==> config.mk <==
export PLATFORM = sky130hd
export DESIGN_NAME = note_duration_player_flat
export DESIGN_NICKNAME = d
export VERILOG_FILES = /design/src/rtl/note_duration_player_pkg.sv /design/src/rtl/note_duration_player_if.sv /design/src/rtl/note_duration_player_note_fifo.sv /design/src/rtl/note_duration_player.sv /design/src/flat_wrapper.sv
export SDC_FILE = /design/constraint.sdc
export NUM_CORES = 1
export LEC_CHECK = 0
export BUFFER_PORTS_ARGS = -buffer_cell sky130_fd_sc_hd__buf_2
export CORE_ASPECT_RATIO = 0.8
export CORE_MARGIN = 2
export CORE_UTILIZATION = 58
export CTS_BUF_LIST = sky130_fd_sc_hd__clkbuf_4
export DETAILED_ROUTE_END_ITERATION = 6
export PLACE_DENSITY = 0.81
export SYNTH_ARGS = -nofsm -noshare
export SYNTH_HDL_FRONTEND = slang
export SYNTH_SLANG_ARGS = --single-unit
==> constraint.sdc <==
create_clock -name clk -period 3.3 [get_ports clk]
set_clock_uncertainty 0.1 [all_clocks]
set_input_delay 0.825 -clock clk [delete_from_list [all_inputs] [get_ports clk]]
set_output_delay 0.825 -clock clk [all_outputs]
set_load 0.005 [all_outputs]
==> src/rtl/note_duration_player_pkg.sv <==
// Shared widths, state encoding and note record for the song-reader / player pair.
// The song reader reuses the same widths so both ends of the note interface agree.
package note_duration_player_pkg;

   localparam int NOTE_W  = 6;
   localparam int DUR_W   = 6;
   localparam int META_W  = 3;
   localparam int ENTRY_W = NOTE_W + DUR_W + META_W;

   typedef enum logic [1:0] {
      S_IDLE = 2'd0,
      S_LOAD = 2'd1,
      S_PLAY = 2'd2,
      S_DONE = 2'd3
   } state_t;

   typedef struct packed {
      logic [NOTE_W-1:0] note;
      logic [DUR_W-1:0]  dur;
      logic [META_W-1:0] meta;
   } note_entry_t;

   // Note index 0 is a rest: it occupies time but never drives the sine generator.
   function automatic logic is_rest(input logic [NOTE_W-1:0] note);
      return (note == '0);
   endfunction

endpackage

==> src/rtl/note_duration_player_if.sv <==
// Note hand-off between the song reader (master) and the duration player (slave).
// new_note qualifies note/duration/metadata for one cycle; note_done flows back.
interface note_duration_player_if;
   import note_duration_player_pkg::*;

   logic              new_note;
   logic [NOTE_W-1:0] note;
   logic [DUR_W-1:0]  duration;
   logic [META_W-1:0] metadata;
   logic              note_done;

   modport master (
      output new_note, note, duration, metadata,
      input  note_done
   );

   modport slave (
      input  new_note, note, duration, metadata,
      output note_done
   );

endinterface

==> src/rtl/note_duration_player_note_fifo.sv <==
// Small synchronous holding FIFO for queued notes; synchronous active-low reset,
// synchronous clear, push accepted when full only if a pop happens the same cycle.
module note_fifo
   import note_duration_player_pkg::*;
#(
   parameter int DEPTH = 2,
   parameter int WIDTH = ENTRY_W
) (
   input  logic             clk,
   input  logic             reset,
   input  logic             i_clear,
   input  logic             i_push,
   input  logic             i_pop,
   input  logic [WIDTH-1:0] i_din,
   output logic [WIDTH-1:0] o_dout,
   output logic             o_full,
   output logic             o_empty
);

   localparam int PTR_W = $clog2(DEPTH);
   localparam int CNT_W = $clog2(DEPTH + 1);

   logic [WIDTH-1:0] r_mem [DEPTH];
   logic [PTR_W-1:0] r_wr_ptr;
   logic [PTR_W-1:0] r_rd_ptr;
   logic [CNT_W-1:0] r_count;

   logic w_do_push;
   logic w_do_pop;

   assign o_full    = (r_count == CNT_W'(DEPTH));
   assign o_empty   = (r_count == '0);
   assign w_do_pop  = i_pop & ~o_empty;
   assign w_do_push = i_push & (~o_full | w_do_pop);
   assign o_dout    = r_mem[r_rd_ptr];

   // DEPTH is a power of two, so the pointers wrap naturally.
   always_ff @(posedge clk) begin
      if (!reset || i_clear) begin
         r_wr_ptr <= '0;
         r_rd_ptr <= '0;
         r_count  <= '0;
      end else begin
         if (w_do_push) r_wr_ptr <= r_wr_ptr + PTR_W'(1);
         if (w_do_pop)  r_rd_ptr <= r_rd_ptr + PTR_W'(1);
         case ({w_do_push, w_do_pop})
            2'b10:   r_count <= r_count + CNT_W'(1);
            2'b01:   r_count <= r_count - CNT_W'(1);
            default: r_count <= r_count;
         endcase
      end
   end

   always_ff @(posedge clk) begin
      if (reset && !i_clear && w_do_push) r_mem[r_wr_ptr] <= i_din;
   end

endmodule

==> src/rtl/note_duration_player.sv <==
// Consumer end of the note interface: queues notes, plays each for `duration` beats,
// and drives the frequency-lookup / sine-generator front end.
//
//  state  | meaning
//  -------+-----------------------------------------------------------
//  S_IDLE | waiting for a queued note while play=1; pops and latches it
//  S_LOAD | one cycle, load_note pulse so the sine generator reloads
//  S_PLAY | counting beats down while play=1; pause holds the count
//  S_DONE | one cycle, note_done pulse back to the song reader
module note_duration_player
   import note_duration_player_pkg::*;
#(
   parameter int DEPTH = 2
) (
   input  logic                  clk,
   input  logic                  reset,
   input  logic                  i_play,
   input  logic                  i_flush,
   input  logic                  i_beat,
   note_duration_player_if.slave nif,
   output logic                  o_load_note,
   output logic                  o_sound_en,
   output logic [NOTE_W-1:0]     o_cur_note,
   output logic [META_W-1:0]     o_cur_meta,
   output logic                  o_busy,
   output logic                  o_fifo_full,
   output logic                  o_overflow
);

   state_t            r_state;
   logic [DUR_W-1:0]  r_beats_left;
   logic [NOTE_W-1:0] r_cur_note;
   logic [META_W-1:0] r_cur_meta;
   logic              r_sound_en;
   logic              r_overflow;

   logic              w_full;
   logic              w_empty;
   logic              w_pop;
   logic              w_push;
   logic              w_drop;
   logic              w_last_beat;
   logic [ENTRY_W-1:0] w_din;
   logic [ENTRY_W-1:0] w_dout;
   note_entry_t       w_head;

   assign w_din   = {nif.note, nif.duration, nif.metadata};
   assign w_head  = note_entry_t'(w_dout);
   assign w_pop   = (r_state == S_IDLE) & ~w_empty & i_play & ~i_flush;
   assign w_push  = nif.new_note & ~i_flush;
   assign w_drop  = w_push & w_full & ~w_pop;

   assign w_last_beat = i_beat & i_play & (r_beats_left == DUR_W'(1));

   note_fifo #(
      .DEPTH (DEPTH),
      .WIDTH (ENTRY_W)
   ) u_fifo (
      .clk     (clk),
      .reset   (reset),
      .i_clear (i_flush),
      .i_push  (w_push),
      .i_pop   (w_pop),
      .i_din   (w_din),
      .o_dout  (w_dout),
      .o_full  (w_full),
      .o_empty (w_empty)
   );

   always_ff @(posedge clk) begin
      if (!reset) begin
         r_state      <= S_IDLE;
         r_beats_left <= '0;
         r_cur_note   <= '0;
         r_cur_meta   <= '0;
         r_sound_en   <= 1'b0;
         r_overflow   <= 1'b0;
      end else if (i_flush) begin
         // cur_note/cur_meta are deliberately kept so the front end holds its pitch
         r_state      <= S_IDLE;
         r_beats_left <= '0;
         r_sound_en   <= 1'b0;
         r_overflow   <= 1'b0;
      end else begin
         if (w_drop) r_overflow <= 1'b1;
         case (r_state)
            S_IDLE: begin
               r_sound_en <= 1'b0;
               if (w_pop) begin
                  r_cur_note   <= w_head.note;
                  r_cur_meta   <= w_head.meta;
                  r_beats_left <= w_head.dur;
                  r_state      <= (w_head.dur == '0) ? S_DONE : S_LOAD;
               end
            end
            S_LOAD: begin
               r_sound_en <= ~is_rest(r_cur_note) & i_play;
               r_state    <= S_PLAY;
            end
            S_PLAY: begin
               r_sound_en <= ~is_rest(r_cur_note) & i_play;
               if (i_beat && i_play) begin
                  r_beats_left <= r_beats_left - DUR_W'(1);
               end
               if (w_last_beat) begin
                  r_sound_en <= 1'b0;
                  r_state    <= S_DONE;
               end
            end
            S_DONE: begin
               r_sound_en <= 1'b0;
               r_state    <= S_IDLE;
            end
            default: begin
               r_sound_en <= 1'b0;
               r_state    <= S_IDLE;
            end
         endcase
      end
   end

   assign o_load_note   = (r_state == S_LOAD);
   assign nif.note_done = (r_state == S_DONE);
   assign o_sound_en    = r_sound_en;
   assign o_cur_note    = r_cur_note;
   assign o_cur_meta    = r_cur_meta;
   assign o_busy        = (r_state != S_IDLE) | ~w_empty;
   assign o_fifo_full   = w_full;
   assign o_overflow    = r_overflow;

endmodule

==> src/flat_wrapper.sv <==
// flat-port wrapper written by rule: the top's interface ports become plain ports
module note_duration_player_flat import note_duration_player_pkg::*;
#(
   parameter int DEPTH = 2
)
  (clk, reset, i_play, i_flush, i_beat, o_load_note, o_sound_en, o_cur_note, o_cur_meta, o_busy, o_fifo_full, o_overflow, nif_new_note, nif_note, nif_duration, nif_metadata, nif_note_done);
  note_duration_player_if nif_i ();
  input  logic clk;
  input  logic reset;
  input  logic i_play;
  input  logic i_flush;
  input  logic i_beat;
  output logic o_load_note;
  output logic o_sound_en;
  output logic [NOTE_W-1:0] o_cur_note;
  output logic [META_W-1:0] o_cur_meta;
  output logic o_busy;
  output logic o_fifo_full;
  output logic o_overflow;
  input wire logic [$bits(nif_i.new_note)-1:0] nif_new_note;
  input wire logic [$bits(nif_i.note)-1:0] nif_note;
  input wire logic [$bits(nif_i.duration)-1:0] nif_duration;
  input wire logic [$bits(nif_i.metadata)-1:0] nif_metadata;
  output wire logic [$bits(nif_i.note_done)-1:0] nif_note_done;
  assign nif_i.new_note = nif_new_note;
  assign nif_i.note = nif_note;
  assign nif_i.duration = nif_duration;
  assign nif_i.metadata = nif_metadata;
  assign nif_note_done = nif_i.note_done;
  note_duration_player #(.DEPTH(DEPTH)) u_core (.clk(clk), .reset(reset), .i_play(i_play), .i_flush(i_flush), .i_beat(i_beat), .nif(nif_i), .o_load_note(o_load_note), .o_sound_en(o_sound_en), .o_cur_note(o_cur_note), .o_cur_meta(o_cur_meta), .o_busy(o_busy), .o_fifo_full(o_fifo_full), .o_overflow(o_overflow));
endmodule
# Word-level counts from Yosys, hierarchy flattened
# Memory sizes are Yosys's and may differ from the RTL's. A register that Yosys moved wholly into a read port is not among the register bits.
# Index checks and enable logic that the tools add are counted.
[op_classes] mux=14 n_eq_ne=10 bitwise=19 addsub=5 reduce_logical=18
[op_table] cell="6-bit zero test" count=2
[op_table] cell="6-bit 2-to-1 mux" count=2
[op_table] cell="6-bit case mux with 2 select lines" count=1
[op_table] cell="1-bit AND" count=11
[op_table] cell="2-bit equality test (second input constant)" count=4
[op_table] cell="2-bit case mux with 4 select lines" count=1
[op_table] cell="6-bit by 1-bit equality test with 1-bit output (second input constant)" count=1
[op_table] cell="2-bit 2-to-1 mux" count=3
[op_table] cell="1-bit inverter" count=6
[op_table] cell="3-bit AND reduction" count=2
[op_table] cell="2-bit nonzero test" count=3
[op_table] cell="6-bit by 1-bit subtractor with 6-bit output (second input constant)" count=1
[op_table] cell="1-bit 2-to-1 mux" count=5
[op_table] cell="2-bit by 1-bit equality test with 1-bit output (second input constant)" count=2
[op_table] cell="2-bit zero test" count=2
[op_table] cell="2-bit by 1-bit != test with 1-bit output (second input constant)" count=2
[op_table] cell="2-bit case mux with 2 select lines" count=1
[op_table] cell="2-bit OR reduction" count=2
[op_table] cell="1-bit logical AND" count=3
[op_table] cell="1-bit case mux with 3 select lines" count=1
[op_table] cell="1-bit adder (second input constant)" count=2
[op_table] cell="2-bit by 1-bit adder with 2-bit output (second input constant)" count=1
[op_table] cell="1-bit zero test" count=2
[op_table] cell="2-bit != test (second input constant)" count=1
[op_table] cell="other kinds (4)" count=5
[totals] n_memories=1 inputBits=21 ram_bits=30 regBits=23 wordCells=76
[memory_table] name="u_core.u_fifo.r_mem" words=2 word_bits=15 rd=1 rd_ports_with_merged_regs=1 wr=1 line="note_duration_player_note_fifo.sv:23" text="logic [WIDTH-1:0] r_mem [DEPTH];"

# Longest topological paths before layout
[depth] depth_word=11 depth_mapped=7 ltp_nobuf=6

# Hierarchy
# A second synthesis with hierarchy kept.
[hier_totals] hier_cells=200 hier_area_um2=2451.1
[by_module_without_submodules] module="note_fifo" seq_area_each_um2=1001.0 instances=1 area_per_inst_um2=1390.1 cells_per_inst=78
[by_module_without_submodules] module="note_duration_player" seq_area_each_um2=380.4 instances=1 area_per_inst_um2=1061.0 cells_per_inst=122

# Worst setup path before layout
# OpenSTA, ideal clock, no wires.
[synth_timing] path_type="input to register" start="input i_play" end="memory u_core.u_fifo.r_mem[0][0] (netlist bit), enable pin" t_arrival_ns=1.969 path_stages=4 slack_ns=0.844 n_path_buf=0 path_cell_list="nand2_2 -> a211oi_2 -> nand2_1 -> nor2_1"
[synth_between] elab_chain_cells=8
[synth_rtl] item="start: declaration" line="flat_wrapper.sv:10" text="input logic i_play;"
[synth_rtl] item="1-bit AND (2 in a row)" line="note_duration_player.sv:49" text="assign w_pop = (r_state == S_IDLE) & ~w_empty & i_play & ~i_flush;"
[synth_rtl] item="1-bit AND" line="note_duration_player_note_fifo.sv:33" text="assign w_do_pop = i_pop & ~o_empty;"
[synth_rtl] item="1-bit OR" line="note_duration_player_note_fifo.sv:34" text="assign w_do_push = i_push & (~o_full | w_do_pop);"
[synth_rtl] item="1-bit AND" line="note_duration_player_note_fifo.sv:34"
[synth_rtl] item="1-bit logical AND" line="note_duration_player_note_fifo.sv:55" text="if (reset && !i_clear && w_do_push) r_mem[r_wr_ptr] <= i_din;"
[synth_rtl] item="1-bit 2-to-1 mux" line="note_duration_player_note_fifo.sv:55"
[synth_rtl] item="1-bit 2-to-1 mux (implied by the code)" line="note_duration_player_note_fifo.sv:55"
[synth_rtl] item="end: declaration" line="note_duration_player_note_fifo.sv:23"
# No other way between the ends.

# Worst setup path in the final report
[layout_timing] start="register u_core.r_state[0]" end="output o_busy"
[layout_between] elab_chain_cells=2
[layout_rtl] item="start: declaration" line="note_duration_player.sv:30" text="state_t r_state;"
[layout_rtl] item="start signal: assignment" line="note_duration_player.sv:93" text="r_state <= (w_head.dur == '0) ? S_DONE : S_LOAD;"
[layout_rtl] item="2-bit nonzero test" line="note_duration_player.sv:127" text="assign o_busy = (r_state != S_IDLE) | ~w_empty;"
[layout_rtl] item="1-bit OR" line="note_duration_player.sv:127"
[layout_rtl] item="end: declaration" line="flat_wrapper.sv:17" text="output logic o_busy;"
# No other way between the ends.

==> summary.txt <==
routed wire length per instance: 14.9 um
Post-Synthesis Cell Area: 2380 sq um
sequential fraction of the synthesis area: 58.0%
clock buffer count from CTS: 5
Iter 0 DRT Violations: 108
top cells by area, synth: edfxtp_1 38%, dfxtp_1 20%, mux2i_1 5.9%, o211a_1 3.8%, ha_1 3.7%
TritonRoute pass-1 iters: 4
Post-Syn Area per Cell: 12.1 sq um
slew margin rel.: 41.4%
final wirelength: 4.32 mm
full die area: 4640 sq um
Worst EP arrival: 1.34 ns
Netlist cell types: 49
crit-path max FO: 5
H-tree Lvls: 2
DR vias: 1639
worst IR drop on VDD: 337 uV
setup repair bufs after CTS: 0
r2r setup slk: 1.20 ns
Top-Level Pins: 36
FP Rows: 20
clk buf depth: 2
hpwl dp: 3.05 mm
area delta synth->final: 11.7%
Post-synth top flop: edfxtp_1
HP Class: flip-flop to flip-flop
Starting Density: 61.4%
Slew Limit Fails: 0
gr usage total: 20.9%
Port-buffer cells: 35
Cell Pwr Density: 415 nW/um^2
asr flop ratio synth: 0%
Layout Nets: 262
CTS tree: done
Post-synth EDFFs: 30
largest net degree at the start of global routing: 22
Die Wd: 75.6 um
root buf cell: clkbuf_4
highest clock rate: 0.441 GHz
share of layout cells above drive strength 1: 23.4%
core area: 3880 sq um
Seq cells post-synth: 54
status: finished, final reports clean
initial antenna violation count: 0
synth warn: 0
Worst-Skew Late Latency: 0.38 ns
Syn Inst Count: 197
clock sinks: 54
hold buffer count at cts: 0
Lkg Pwr: 1.06 nW
Final Hold Vio Count: 0
final worst path period need: 2.27 ns
final worst path period share: 68.8%
DIE HEIGHT: 61.3 um
TNS Setup: 0 ns
hold depth: 2
max_cap viols: 0
Setup WS post-layout: 1.03 ns
most frequent cell after synthesis: edfxtp_1
Worst setup EP type: output pin
cells on worst reg2reg path: 6
Synth area leader: edfxtp_1
Ant. Diodes: 0
DRC viols: 0
Worst-Margin Slew: 0.878 ns
Via density: 5.65
top cells by count, synth: 30 x edfxtp_1, 24 x dfxtp_1, 18 x nand2_1
first-pass GRT wire length: 6.92 mm
share of the synthesized area in the top cell type: 37.8%
Final Wtd Congestion: 0.806
vias in the first global route: 1468
Reg clk slew, reported paths: 0.15 ns
Crit Path Class: flip-flop to output pin
final setup fails: 0
required time worst endpoint: 2.37 ns
syn nets: 225
RSZ-0062 raised after global routing: no
Place WS: 0.966 ns
Gates resized, CTS repair: 0
grt ovf: 0
ANT nets after route: 0
CP startpoint kind: flip-flop
[power by group]
group | leakage [nW] | total, mW | internal [mW] | switching (mW)
Combinational | 0.567 | 0.0849 | 0.0345 | 0.0504
Sequential | 0.466 | 0.729 | 0.722 | 0.00751
Clock | 0.0292 | 0.290 | 0.0837 | 0.206
Total | 1.06 | 1.10 | 0.840 | 0.264
[per-stage QoR]
step / cells / power (mW) / instance area (sq um) / hold WS (ns) / utilization, %
after floorplan: 197 / 0.793 / 2380 / 0.352 / -
after global placement: 282 / 0.826 / 2600 / 0.358 / 67.1
after detailed placement: 282 / 0.828 / 2600 / 0.368 / 67.1
after CTS: 290 / 1.11 / 2660 / 0.396 / 68.6
after global routing: 290 / 1.15 / 2660 / 0.420 / 68.6
final: 290 / 1.10 / 2660 / 0.392 / 68.6
[placed cells by master, fill, tap and decap left out, types with 4 or more instances in the layout]
master	n
nand2_1	18
edfxtp_1	30
dfxtp_1	24
nor3_1	4
nor2_1	11
mux2i_1	14
buf_2	35
o21ai_0	4
inv_1	5
ha_1	7
clkbuf_4	5
nor2b_1	6
o211a_1	9
a21oi_1	8
[worst paths after layout]
check | from | to
setup / recovery | u_core.r_state[0] | o_busy
hold reg to reg | u_core.o_overflow | u_core.o_overflow
hold / removal | u_core.o_overflow | u_core.o_overflow
setup reg to reg | u_core.r_state[0] | u_core.u_fifo.r_mem[1][11]
[metal layers]
| layer | GRT usage, % | wire length (um) | vias to the layer above |
|---|---|---|---|
| met5 | 0 | 0 | - |
| met4 | 9.52 | 94 | 0 |
| met2 | 29.3 | 1870 | 57 |
| met3 | 4.91 | 278 | 10 |
| li1 | - | - | 814 |
| met1 | 30.9 | 2070 | 758 |
[logic make-up (layout without fill, tap and decap cells)]
group           count (synthesis)  count (layout)  share of synthesized area [%]
simple gates                   60              60                           13.6
buf+inv                        13              51                           2.68
flops                          54              54                           58.0
xor+xnor                        2               2                          0.736
mux                            18              18                           7.78
fa+ha+maj                       7               7                           3.68
compound gates                 43              43                           13.6
[critical path, stage by stage (launching register included)]
cell	delay [ns]
dfxtp_1	0.42
inv_1	0.10
ha_1	0.27
nand2_1	0.08
buf_2	0.10
[registers in the layout, indices dropped and copies added, names as in the netlist, named ones only]
| register | flops |
|---|---|
| u_core.r_beats_left | 6 |
| u_core.u_fifo.r_mem | 30 |
| u_core.u_fifo.r_rd_ptr | 1 |
| u_core.r_state | 2 |
| u_core.o_cur_note | 6 |
| u_core.o_overflow | 1 |
| u_core.o_cur_meta | 3 |
| u_core.u_fifo.r_wr_ptr | 1 |
| u_core.u_fifo.r_count | 2 |
| u_core.o_sound_en | 1 |
[area by class of cell]
cell class	count	area (sq um)
fillers	299	1220
flip-flops and latches	54	1380
clock buffers	5	37.5
inverters	5	18.8
well taps	55	68.8
multi-input cells	130	936
repair buffers	38	198
clock inverters	3	20.0
(Power assumes the default switching activity.)
